--- config.mk ---
export PLATFORM = sky130hd
export DESIGN_NAME = truth_table_scanner
export DESIGN_NICKNAME = d
export VERILOG_FILES = /design/src/rtl/tt_pkg.sv /design/src/rtl/tt_settle_timer.sv /design/src/rtl/truth_table_scanner.sv
export SDC_FILE = /design/constraint.sdc
export NUM_CORES = 1
export LEC_CHECK = 0
export BUFFER_PORTS_ARGS = -buffer_cell sky130_fd_sc_hd__buf_2
export CAP_MARGIN = 20
export CORE_ASPECT_RATIO = 0.5
export CORE_MARGIN = 3
export CORE_UTILIZATION = 58
export DETAILED_ROUTE_END_ITERATION = 12
export PLACE_DENSITY = 0.85
export SYNTH_ARGS = -nofsm -noshare
export SYNTH_HDL_FRONTEND = slang
export SYNTH_HIERARCHICAL = 1
export SYNTH_SLANG_ARGS = --single-unit
--- constraint.sdc ---
create_clock -name i_clk -period 3.65 [get_ports i_clk]
set_input_delay 0.73 -clock i_clk [delete_from_list [all_inputs] [get_ports i_clk]]
set_output_delay 0.73 -clock i_clk [all_outputs]
set_load 0.02 [all_outputs]
--- src/rtl/tt_pkg.sv ---
// Shared types and constants for the truth-table scanner.
package tt_pkg;

  localparam int TABLE_W = 16;
  localparam int IDX_W   = 4;
  localparam int CNT_W   = 5;

  typedef enum logic [1:0] {
    IDLE   = 2'd0,
    WAIT   = 2'd1,
    SAMPLE = 2'd2,
    FINISH = 2'd3
  } state_e;

  function automatic logic [CNT_W-1:0] popcount16(input logic [TABLE_W-1:0] v);
    logic [CNT_W-1:0] cnt;
    cnt = '0;
    for (int i = 0; i < TABLE_W; i++) begin
      cnt = cnt + CNT_W'(v[i]);
    end
    return cnt;
  endfunction

endpackage

--- src/rtl/tt_settle_timer.sv ---
// Loadable down-counter; o_expire flags the last cycle of the settle window.
module tt_settle_timer #(
  parameter int W = 4
) (
  input  logic         i_clk,
  input  logic         i_reset,
  input  logic         i_load,
  input  logic [W-1:0] i_value,
  output logic         o_expire
);

  logic [W-1:0] r_count;

  always_ff @(posedge i_clk) begin
    if (i_reset) begin
      r_count <= '0;
    end else if (i_load) begin
      r_count <= i_value;
    end else if (r_count != '0) begin
      r_count <= r_count - W'(1);
    end
  end

  assign o_expire = (r_count == W'(1));

endmodule

--- src/rtl/truth_table_scanner.sv ---
// Sweeps all 16 inputs of a 4-input function, captures its truth table and
// compares it against a mask latched at start.
module truth_table_scanner
  import tt_pkg::*;
#(
  parameter int SETTLE = 1
) (
  input  logic                i_clk,
  input  logic                i_reset,
  input  logic                i_start,
  input  logic [TABLE_W-1:0]  i_expected,
  input  logic                i_dut_out,
  output logic [IDX_W-1:0]    o_dut_in,
  output logic                o_busy,
  output logic                o_done,
  output logic [TABLE_W-1:0]  o_table_out,
  output logic [CNT_W-1:0]    o_mismatch_cnt,
  output logic                o_fail_valid,
  output logic [IDX_W-1:0]    o_first_fail_idx,
  output logic                o_pass
);

  localparam logic [IDX_W-1:0] SETTLE_V = IDX_W'(SETTLE);
  localparam logic [IDX_W-1:0] LAST_IDX = IDX_W'(TABLE_W - 1);

  state_e               r_state;
  state_e               w_next;
  logic [IDX_W-1:0]     r_idx;
  logic [IDX_W-1:0]     r_dut_in;
  logic [TABLE_W-1:0]   r_exp;
  logic [TABLE_W-1:0]   r_table;
  logic [CNT_W-1:0]     r_cnt;
  logic                 r_fail_valid;
  logic [IDX_W-1:0]     r_first_fail;
  logic                 r_pass;
  logic                 w_load;
  logic                 w_expire;
  logic                 w_busy;
  logic                 w_done;

  // The timer is reloaded whenever a new input value is driven.
  assign w_load = ((r_state == IDLE) && i_start) ||
                  ((r_state == SAMPLE) && (r_idx != LAST_IDX));

  tt_settle_timer #(.W(IDX_W)) u_timer (
    .i_clk    (i_clk),
    .i_reset  (i_reset),
    .i_load   (w_load),
    .i_value  (SETTLE_V),
    .o_expire (w_expire)
  );

  always_ff @(posedge i_clk) begin
    if (i_reset) r_state <= IDLE;
    else         r_state <= w_next;
  end

  always_comb begin
    w_next = r_state;
    w_busy = 1'b1;
    w_done = 1'b0;
    case (r_state)
      IDLE: begin
        w_busy = 1'b0;
        if (i_start) w_next = WAIT;
      end
      WAIT:   if (w_expire) w_next = SAMPLE;
      SAMPLE: w_next = (r_idx == LAST_IDX) ? FINISH : WAIT;
      FINISH: begin
        w_done = 1'b1;
        w_next = IDLE;
      end
      default: w_next = IDLE;
    endcase
  end

  always_ff @(posedge i_clk) begin
    if (i_reset) begin
      r_idx        <= '0;
      r_dut_in     <= '0;
      r_exp        <= '0;
      r_table      <= '0;
      r_cnt        <= '0;
      r_fail_valid <= 1'b0;
      r_first_fail <= '0;
      r_pass       <= 1'b0;
    end else begin
      case (r_state)
        IDLE: begin
          if (i_start) begin
            r_exp        <= i_expected;
            r_table      <= '0;
            r_cnt        <= '0;
            r_fail_valid <= 1'b0;
            r_first_fail <= '0;
            r_pass       <= 1'b0;
            r_idx        <= '0;
            r_dut_in     <= '0;
          end
        end
        SAMPLE: begin
          r_table[r_idx] <= i_dut_out;
          if (i_dut_out != r_exp[r_idx]) begin
            r_cnt <= r_cnt + CNT_W'(1);
            if (!r_fail_valid) begin
              r_fail_valid <= 1'b1;
              r_first_fail <= r_idx;
            end
          end
          if (r_idx != LAST_IDX) begin
            r_idx    <= r_idx + IDX_W'(1);
            r_dut_in <= r_idx + IDX_W'(1);
          end
        end
        FINISH: r_pass <= (r_cnt == '0);
        default: ;
      endcase
    end
  end

  assign o_dut_in         = r_dut_in;
  assign o_busy           = w_busy;
  assign o_done           = w_done;
  assign o_table_out      = r_table;
  assign o_mismatch_cnt   = r_cnt;
  assign o_fail_valid     = r_fail_valid;
  assign o_first_fail_idx = r_first_fail;
  assign o_pass           = r_pass;

endmodule

==> results.md, run 1 <==
* Post-route minimum period at around 2.7 ns
* Global-route usage over all layers at between 20% and 30%
* Die X-Extent at between 100 and 150 um
* Hold Path End: o_first_fail_idx[0]
* Synth unique cells at 44
* Class of the tightest hold or removal check: reg -> reg
* Final GP Congestion at about 0.84
* Headroom to the max-slew limit at a little under 50%
* Largest stage delay, worst path at ~0.64 ns
* Overall via count from detail_route at roughly 2.4k
* Launch point of the worst reg-to-reg path: o_dut_in[0]
* Starting DRT DRC Count at 309
* Final Hold Vio Count at 0
* Setup bufs post-CTS at 0
* Worst Hold Depth at 2
* Antenna fix cells at 0
* Post-synthesis cell count at about 310
* TritonCTS clock tree: yes
* Portion of the post-synthesis area used by sequential elements at approximately 41%
* Kind of start point of the critical path: flip-flop
* Critical path buffers and inverters at 0
* Peak VDD IR at about 0.23 mV
* Nature of the critical path endpoint: flip-flop
* Yosys top cell by area: sky130_fd_sc_hd__dfxtp_1
* Number of levels the H-tree was split into at 2
* Top Family by Delay on Critical Path: multiplexers
* Maximum number of pins on one net before global-route repair at 37
* Synthesized flop and latch total at 53
* Post-DP HPWL at ~4.6 mm
* Startpoint of the worst hold path: o_first_fail_idx[0]
* Total power at 1.26 mW
* Synth Warn # at 6
* Synthesized area at between 2000 and 3000 um^2
* RSZ-0062 raised after global routing: no
* Master cell of the clock root buffer: sky130_fd_sc_hd__clkbuf_8
* # DRC at 0
* Clk_lat worst skew at a little over 0.3 ns
* DRT antenna net count at 0
* Maximum fanout encountered on the critical timing path at 11
* Static Leak at about 1.2 nW
* Count of endpoints failing setup in the final report at 0
* Setup WS post-layout at about 1 ns
* Count of maximum capacitance violations at 0
* Wirelength, routed at 6.31 mm
* Buffers from clock root to sink, at most at 2
* Critical path's most frequent cell: sky130_fd_sc_hd__mux2i_1
* Die ar. at 5340 um^2
* Number of hold-repair buffers added at the cts stage at 0
* Placement-stage worst setup slack at 1.03 ns
* Antenna violations before repair at 0
* Area share of the leading cell type in the synthesized netlist at 41.1%
* End of the worst register-to-register path: o_mismatch_cnt[2]
* # rows at 16
* Avg Synthesized Cell Area at 8.30 um^2
* Data arrival time of the critical path at approximately 2.9 ns
* Final Cycle Share at 72.6%
* Vias per cell at between 5 and 6
* Crit path max-delay cell type: sky130_fd_sc_hd__dfxtp_1
* Initial core utilization at a little over three fifths
* Ratio of cells with drive above 1 in the final layout at 20.0%
* Series of cell instances along the critical path: mux4_2 -> mux2i_1 -> mux2i_1 -> nor2_4 -> or4b_1 -> o311ai_1
* Worst Skew at approximately 0.0056 ns
* Depth of the worst register-to-register path at 6
* Aggregate negative setup slack at 0 ns
* Die Y-Extent at roughly 53 um
* Fin. max-slew vios at 0
* Main area contributors after synthesis: sky130_fd_sc_hd__dfxtp_1 (41%), sky130_fd_sc_hd__a21oi_1 (8.9%), sky130_fd_sc_hd__nand2_1 (8.0%)
* Layout Nets at between 300 and 400
* Outcome: complete, no violations
* Count of input and output buffers at 52
* First-pass GRT wire length at between 10 and 15 mm
* F_max at ~380 MHz
* Required @ worst endpoint at between 3 and 4 ns
* Vias in the first global route at 2238
* Number of top-level pins at between 50 and 60
* Number of CTS-inserted buffers at 5
* # clock sinks at 53
* Pre-Repair DR Iteration Count at 5
* Core outline area at between 4000 and 5000 um^2
* Clock slew at the register clock pins of the worst setup and hold paths at about 0.09 ns
* Slack of the worst reg-to-reg path at around 1.0 ns
* Worst Max-Slew Pin Slew at about 0.76 ns
* PostCTS Resize Cnt at 0
* Final routed wire length divided by cell count at approximately 15 um
* Relative area change from synthesis to final layout at 13.2%
* Worst setup path class: reg -> reg
* Power per standard cell area at 430 nW/um^2
* Leftover overflow at the end of global routing at 0
## state kept, by name (all words and copies together) (netlist names)
signal / flops
u_timer/r_count: 4
o_fail_valid: 1
o_table_out: 16
r_exp: 16
o_mismatch_cnt: 5
r_state: 2
o_pass: 1
o_first_fail_idx: 4
o_dut_in: 4
## synth_stat cells, drive strengths merged
master	n
nand2	55
nand3b	2
or4	1
nor3b	2
xor2	2
ha	9
a21oi	47
xnor2	4
or2	1
a31oi	1
mux2i	6
buf	5
nor3	2
clkbuf	15
nand4	16
nor2b	4
mux4	4
a31o	2
o22a	1
nor2	11
o21ai	6
dfxtp	53
o211ai	5
nor4b	1
and2b	1
mux2	1
or4b	1
conb	2
o22ai	2
a211o	1
nand2b	4
inv	13
o311ai	4
or3	5
o31ai	5
and2	3
and3	2
nand3	12
## through the flow
step | util (%) | hold slack, ns | instances | area (um^2)
floorplan | - | 0.433 | 313 | 2590
global placement | 69.5 | 0.442 | 401 | 2840
detailed placement | 69.5 | 0.453 | 401 | 2840
CTS | 71.6 | 0.466 | 409 | 2920
global route | 71.6 | 0.484 | 409 | 2920
finish | 71.6 | 0.466 | 409 | 2920
## cells by family after synthesis
| logic type | synth area share (%) |
|---|---|
| compound gates | 16.8 |
| xor+xnor | 2.03 |
| fa+ha+maj | 4.36 |
| buf+inv | 5.47 |
| flops | 41.1 |
| mux | 6.40 |
| other cells | 0.291 |
| simple gates | 23.5 |
## cell usage in the layout (no fill, tap or decap), drive strengths merged, types with 2 or more instances in the layout
| cell | n |
|---|---|
| a31o | 2 |
| nor2b | 4 |
| nand2b | 4 |
| clkinv | 2 |
| nand3 | 12 |
| ha | 9 |
| xnor2 | 4 |
| inv | 13 |
| or3 | 5 |
| xor2 | 2 |
| and2 | 3 |
| and3 | 2 |
| nor3 | 2 |
| o22ai | 2 |
| nand3b | 2 |
| o31ai | 5 |
| mux4 | 4 |
| nand2 | 55 |
| clkbuf | 6 |
| mux2i | 6 |
| nand4 | 16 |
| conb | 4 |
| a21oi | 47 |
| o21ai | 6 |
| nor2 | 11 |
| buf | 54 |
| o311ai | 4 |
| dfxtp | 53 |
| nor3b | 2 |
| o211ai | 5 |
## worst reg2reg max path: cells and delay by family, from the launching register on
kind / cells / cell delay (ns)
multiplexers: 3 / 1.25
flip-flops: 1 / 0.64
AND/OR/NAND/NOR: 2 / 0.61
AO/OA/AOI/OAI: 1 / 0.08
## worst max-delay path by stage
stage	startpoint	to	slack (ns)	depth (start not counted)
5_1_grt	o_dut_in[0]	o_mismatch_cnt[2]	0.82	6
3_5_place_dp	o_dut_in[0]	o_mismatch_cnt[2]	1.03	6
3_3_place_gp	o_dut_in[0]	o_mismatch_cnt[2]	1.15	6
6_report	o_dut_in[0]	o_mismatch_cnt[2]	1.0	6
4_1_cts	o_dut_in[0]	o_mismatch_cnt[2]	0.98	6
2_1_floorplan	o_dut_in[0]	o_mismatch_cnt[2]	1.21	7
## final cells by class
class / count / area (um^2)
multi-input combinational: 227 / 1390
clock inverter: 2 / 10.0
clock buffer: 6 / 72.6
fill: 332 / 1160
tap: 54 / 67.6
inverter: 13 / 48.8
sequential: 53 / 1060
timing repair buffer: 54 / 275
## layer usage
metal | GRT usage, % | vias up | routed length [um]
met1 | 31.6 | 1117 | 2790
li1 | - | 1172 | -
met3 | 6.71 | 4 | 492
met5 | 0 | - | 0
met2 | 41.1 | 93 | 2990
met4 | 7.16 | 0 | 41
## power breakdown
part / leakage, nW / switching, mW / internal (mW)
combinational: 0.717 / 0.160 / 0.119
clock: 0.0450 / 0.194 / 0.134
sequential: 0.431 / 0.0346 / 0.617
total: 1.19 / 0.388 / 0.869
Power figures use the tool's default switching activity.
==> inputs of run 2 (changes only) <==
CORE_UTILIZATION = 49   (was 58)
PLACE_DENSITY = 0.76   (was 0.85)
clock period = 2.2 ns   (was 3.65 ns; I/O delays follow)
==> results.md, run 2 (same netlist as run 1, synthesis figures left out) <==
* # rows at 17 (+1)
* Launch point of the worst reg-to-reg path: o_dut_in[0]
* Class of the tightest hold or removal check: in -> reg
* RSZ-0062 raised after global routing: yes
* Internal power component at 1.50 mW (+72%)
* Ratio of cells with drive above 1 in the final layout at 24.1% (+4.1 points)
* Master cell of the clock root buffer: sky130_fd_sc_hd__clkbuf_8
* Aggregate negative setup slack at -0.00363 ns (-0.00363 ns)
* Antenna violations before repair at 0 (unchanged)
* Headroom to the max-slew limit at 62.7% (+13 points)
* Maximum fanout encountered on the critical timing path at 7 (-4)
* F_max at 454 MHz (+20%)
* Post-route minimum period at 2.20 ns (-0.448 ns)
* Setup bufs post-CTS at 0 (unchanged)
* Core outline area at 4720 um^2 (+16%)
* Overall via count from detail_route at 2419 (+1.4%)
* Nature of the critical path endpoint: flip-flop
* Maximum number of pins on one net before global-route repair at 41 (+11%)
* Most frequent standard cell in the layout excluding fill and tap cells: sky130_fd_sc_hd__nand2_1
* Number of CTS-inserted buffers at 5 (unchanged)
* Worst Hold Depth at 3 (+1)
* First-pass GRT wire length at 10.5 mm (+1.8%)
* Startpoint of the worst hold path: i_expected[15]
* Series of cell instances along the critical path: mux4_2 -> mux2i_4 -> mux2i_2 -> nor2_4 -> or4b_1 -> o311ai_1
* Seq pwr share at 49.8% (-2.0 points)
* Die X-Extent at 109 um (+8.3%)
* # clock sinks at 53 (unchanged)
* Slack of the worst reg-to-reg path at -0.004 ns (-1.00 ns)
* Clock slew at the register clock pins of the worst setup and hold paths at 0.10 ns (about the same)
* Starting DRT DRC Count at 193 (-38%)
* Worst hold slack at 0.354 ns (-0.112 ns)
* Vias in the first global route at 2236 (-0.089%)
* Switching Fraction at 30.7% (-0.22 points)
* Placement-stage worst setup slack at -0.0548 ns (-1.08 ns)
* Count of maximum capacitance violations at 0 (unchanged)
* Setup WS post-layout at -0.00363 ns (-1.00 ns)
* Number of top-level pins at 53 (unchanged)
* Clk_lat worst skew at 0.31 ns (about the same)
* Antenna fix cells at 0 (unchanged)
* Worst Max-Slew Pin Slew at 0.559 ns (-0.199 ns)
* Switching pwr at 0.661 mW (+70%)
* TritonCTS clock tree: yes
* Clk pwr share at 27.6% (+1.6 points)
* Kind of start point of the critical path: flip-flop
* Relative area change from synthesis to final layout at 19.1%
* Comb pwr share at 22.6% (+0.4 points)
* Number of levels the H-tree was split into at 2 (unchanged)
* Die Y-Extent at 57.3 um (+7.8%)
* Post-DP HPWL at 4.62 mm (+1.3%)
* Depth of the worst register-to-register path at 6 (unchanged)
* Required @ worst endpoint at 2.42 ns (-1.45 ns)
* Fin. max-slew vios at 0 (unchanged)
* Initial core utilization at 54.7% (-8.5 points)
* Static Leak at 1.24 nW (+4.4%)
* Worst setup path class: reg -> reg
* # DRC at 0 (unchanged)
* Final Hold Vio Count at 0 (unchanged)
* Launch point of the critical path: o_dut_in[0]
* Wirelength, routed at 6.32 mm (about the same)
* Outcome: complete, but fails checks
* Final routed wire length divided by cell count at 14.7 um (-5.1%)
* Global-route usage over all layers at 21.1% (-3.6 points)
* Leftover overflow at the end of global routing at 0 (unchanged)
* Total power at 2.16 mW (+72%)
* Buffers from clock root to sink, at most at 2 (unchanged)
* Top library cells by usage in the layout, fill and taps aside: sky130_fd_sc_hd__nand2_1 (55), sky130_fd_sc_hd__buf_2 (52), sky130_fd_sc_hd__dfxtp_1 (52), sky130_fd_sc_hd__a21oi_1 (46), sky130_fd_sc_hd__nand4_1 (16)
* Pre-Repair DR Iteration Count at 5 (unchanged)
* Count of input and output buffers at 52 (unchanged)
* Vias per cell at 5.61 (-3.8%)
* Power per standard cell area at 701 nW/um^2 (+63%)
* Final Cycle Share at 100% (+28 points)
* DRT antenna net count at 0 (unchanged)
* Layout Nets at 393 (+2.6%)
* Final GP Congestion at 0.843 (+0.24%)
* Worst Skew at 0.00608 ns (+0.000458 ns)
* Count of endpoints failing setup in the final report at 1 (+1)
* End of the worst register-to-register path: o_mismatch_cnt[2]
* Die ar. at 6230 um^2 (+17%)
* Largest stage delay, worst path at 0.54 ns (-0.10 ns)
* Critical Path Sink: o_mismatch_cnt[2]
* Violations in the final reports: negative setup slack
* Data arrival time of the critical path at 2.42 ns (-0.46 ns)
* Crit path max-delay cell type: sky130_fd_sc_hd__mux4_2
* Number of hold-repair buffers added at the cts stage at 0 (unchanged)
* Peak VDD IR at 0.394 mV (+68%)
==> run 2: worst min path at each step <==
stage / end
floorplan: r_exp[10]
global placement: r_exp[11]
detailed placement: o_first_fail_idx[2]
CTS: r_exp[15]
global route: r_exp[10]
finish: r_exp[15]
==> run 2: through the flow <==
step | area [um^2] | utilization (%) | std cells
after detailed placement | 2950 | 62.4 | 423
after floorplan | 2610 | - | 313
after global placement | 2950 | 62.4 | 423
after CTS | 3060 | 64.9 | 431
after global routing | 3080 | 65.1 | 431
final | 3080 | 65.1 | 431
==> run 2: layout make-up <==
cell class | count | area (um^2)
Fill cell | 421 | 1650
Multi-Input combinational cell | 227 | 1430
Sequential cell | 53 | 1060
Timing Repair Buffer | 64 | 350
Clock buffer | 6 | 82.6
Tap cell | 66 | 82.6
Inverter | 13 | 48.8
Clock inverter | 2 | 17.5
==> run 2: metal layers <==
| metal | vias to the layer above | track usage, % | part of all wire, % |
|---|---|---|---|
| met3 | 11 | 5.88 | 11 |
| li1 | 1196 | - | - |
| met1 | 1100 | 28.7 | 44 |
| met4 | 0 | 5.04 | 1.3 |
| met2 | 112 | 33.5 | 44 |
| met5 | - | 0 | 0 |
==> run 2: worst max-delay path, delay by kind of cell (launching register included) <==
family	cells	cell delay, ns
DFF	1	0.42
AOI/OAI and AO/OA	1	0.08
muxes	3	1.09
and+or+nand+nor	2	0.53
==> run 2: timing repair <==
item	in CTS	in global routing
endpoints found under the setup margin	1	4
pin swaps	0	0
gates resized for setup	3	2
==> run 2: power by group through the flow <==
| stage | logic (mW) | clock network [mW] | registers [mW] |
|---|---|---|---|
| after floorplan | 0.363 | 0 | 1.08 |
| after global routing | 0.546 | 0.649 | 1.08 |
| after detailed placement | 0.475 | 0 | 1.10 |
| final | 0.486 | 0.596 | 1.07 |
| after CTS | 0.483 | 0.606 | 1.08 |
| after global placement | 0.451 | 0 | 1.09 |
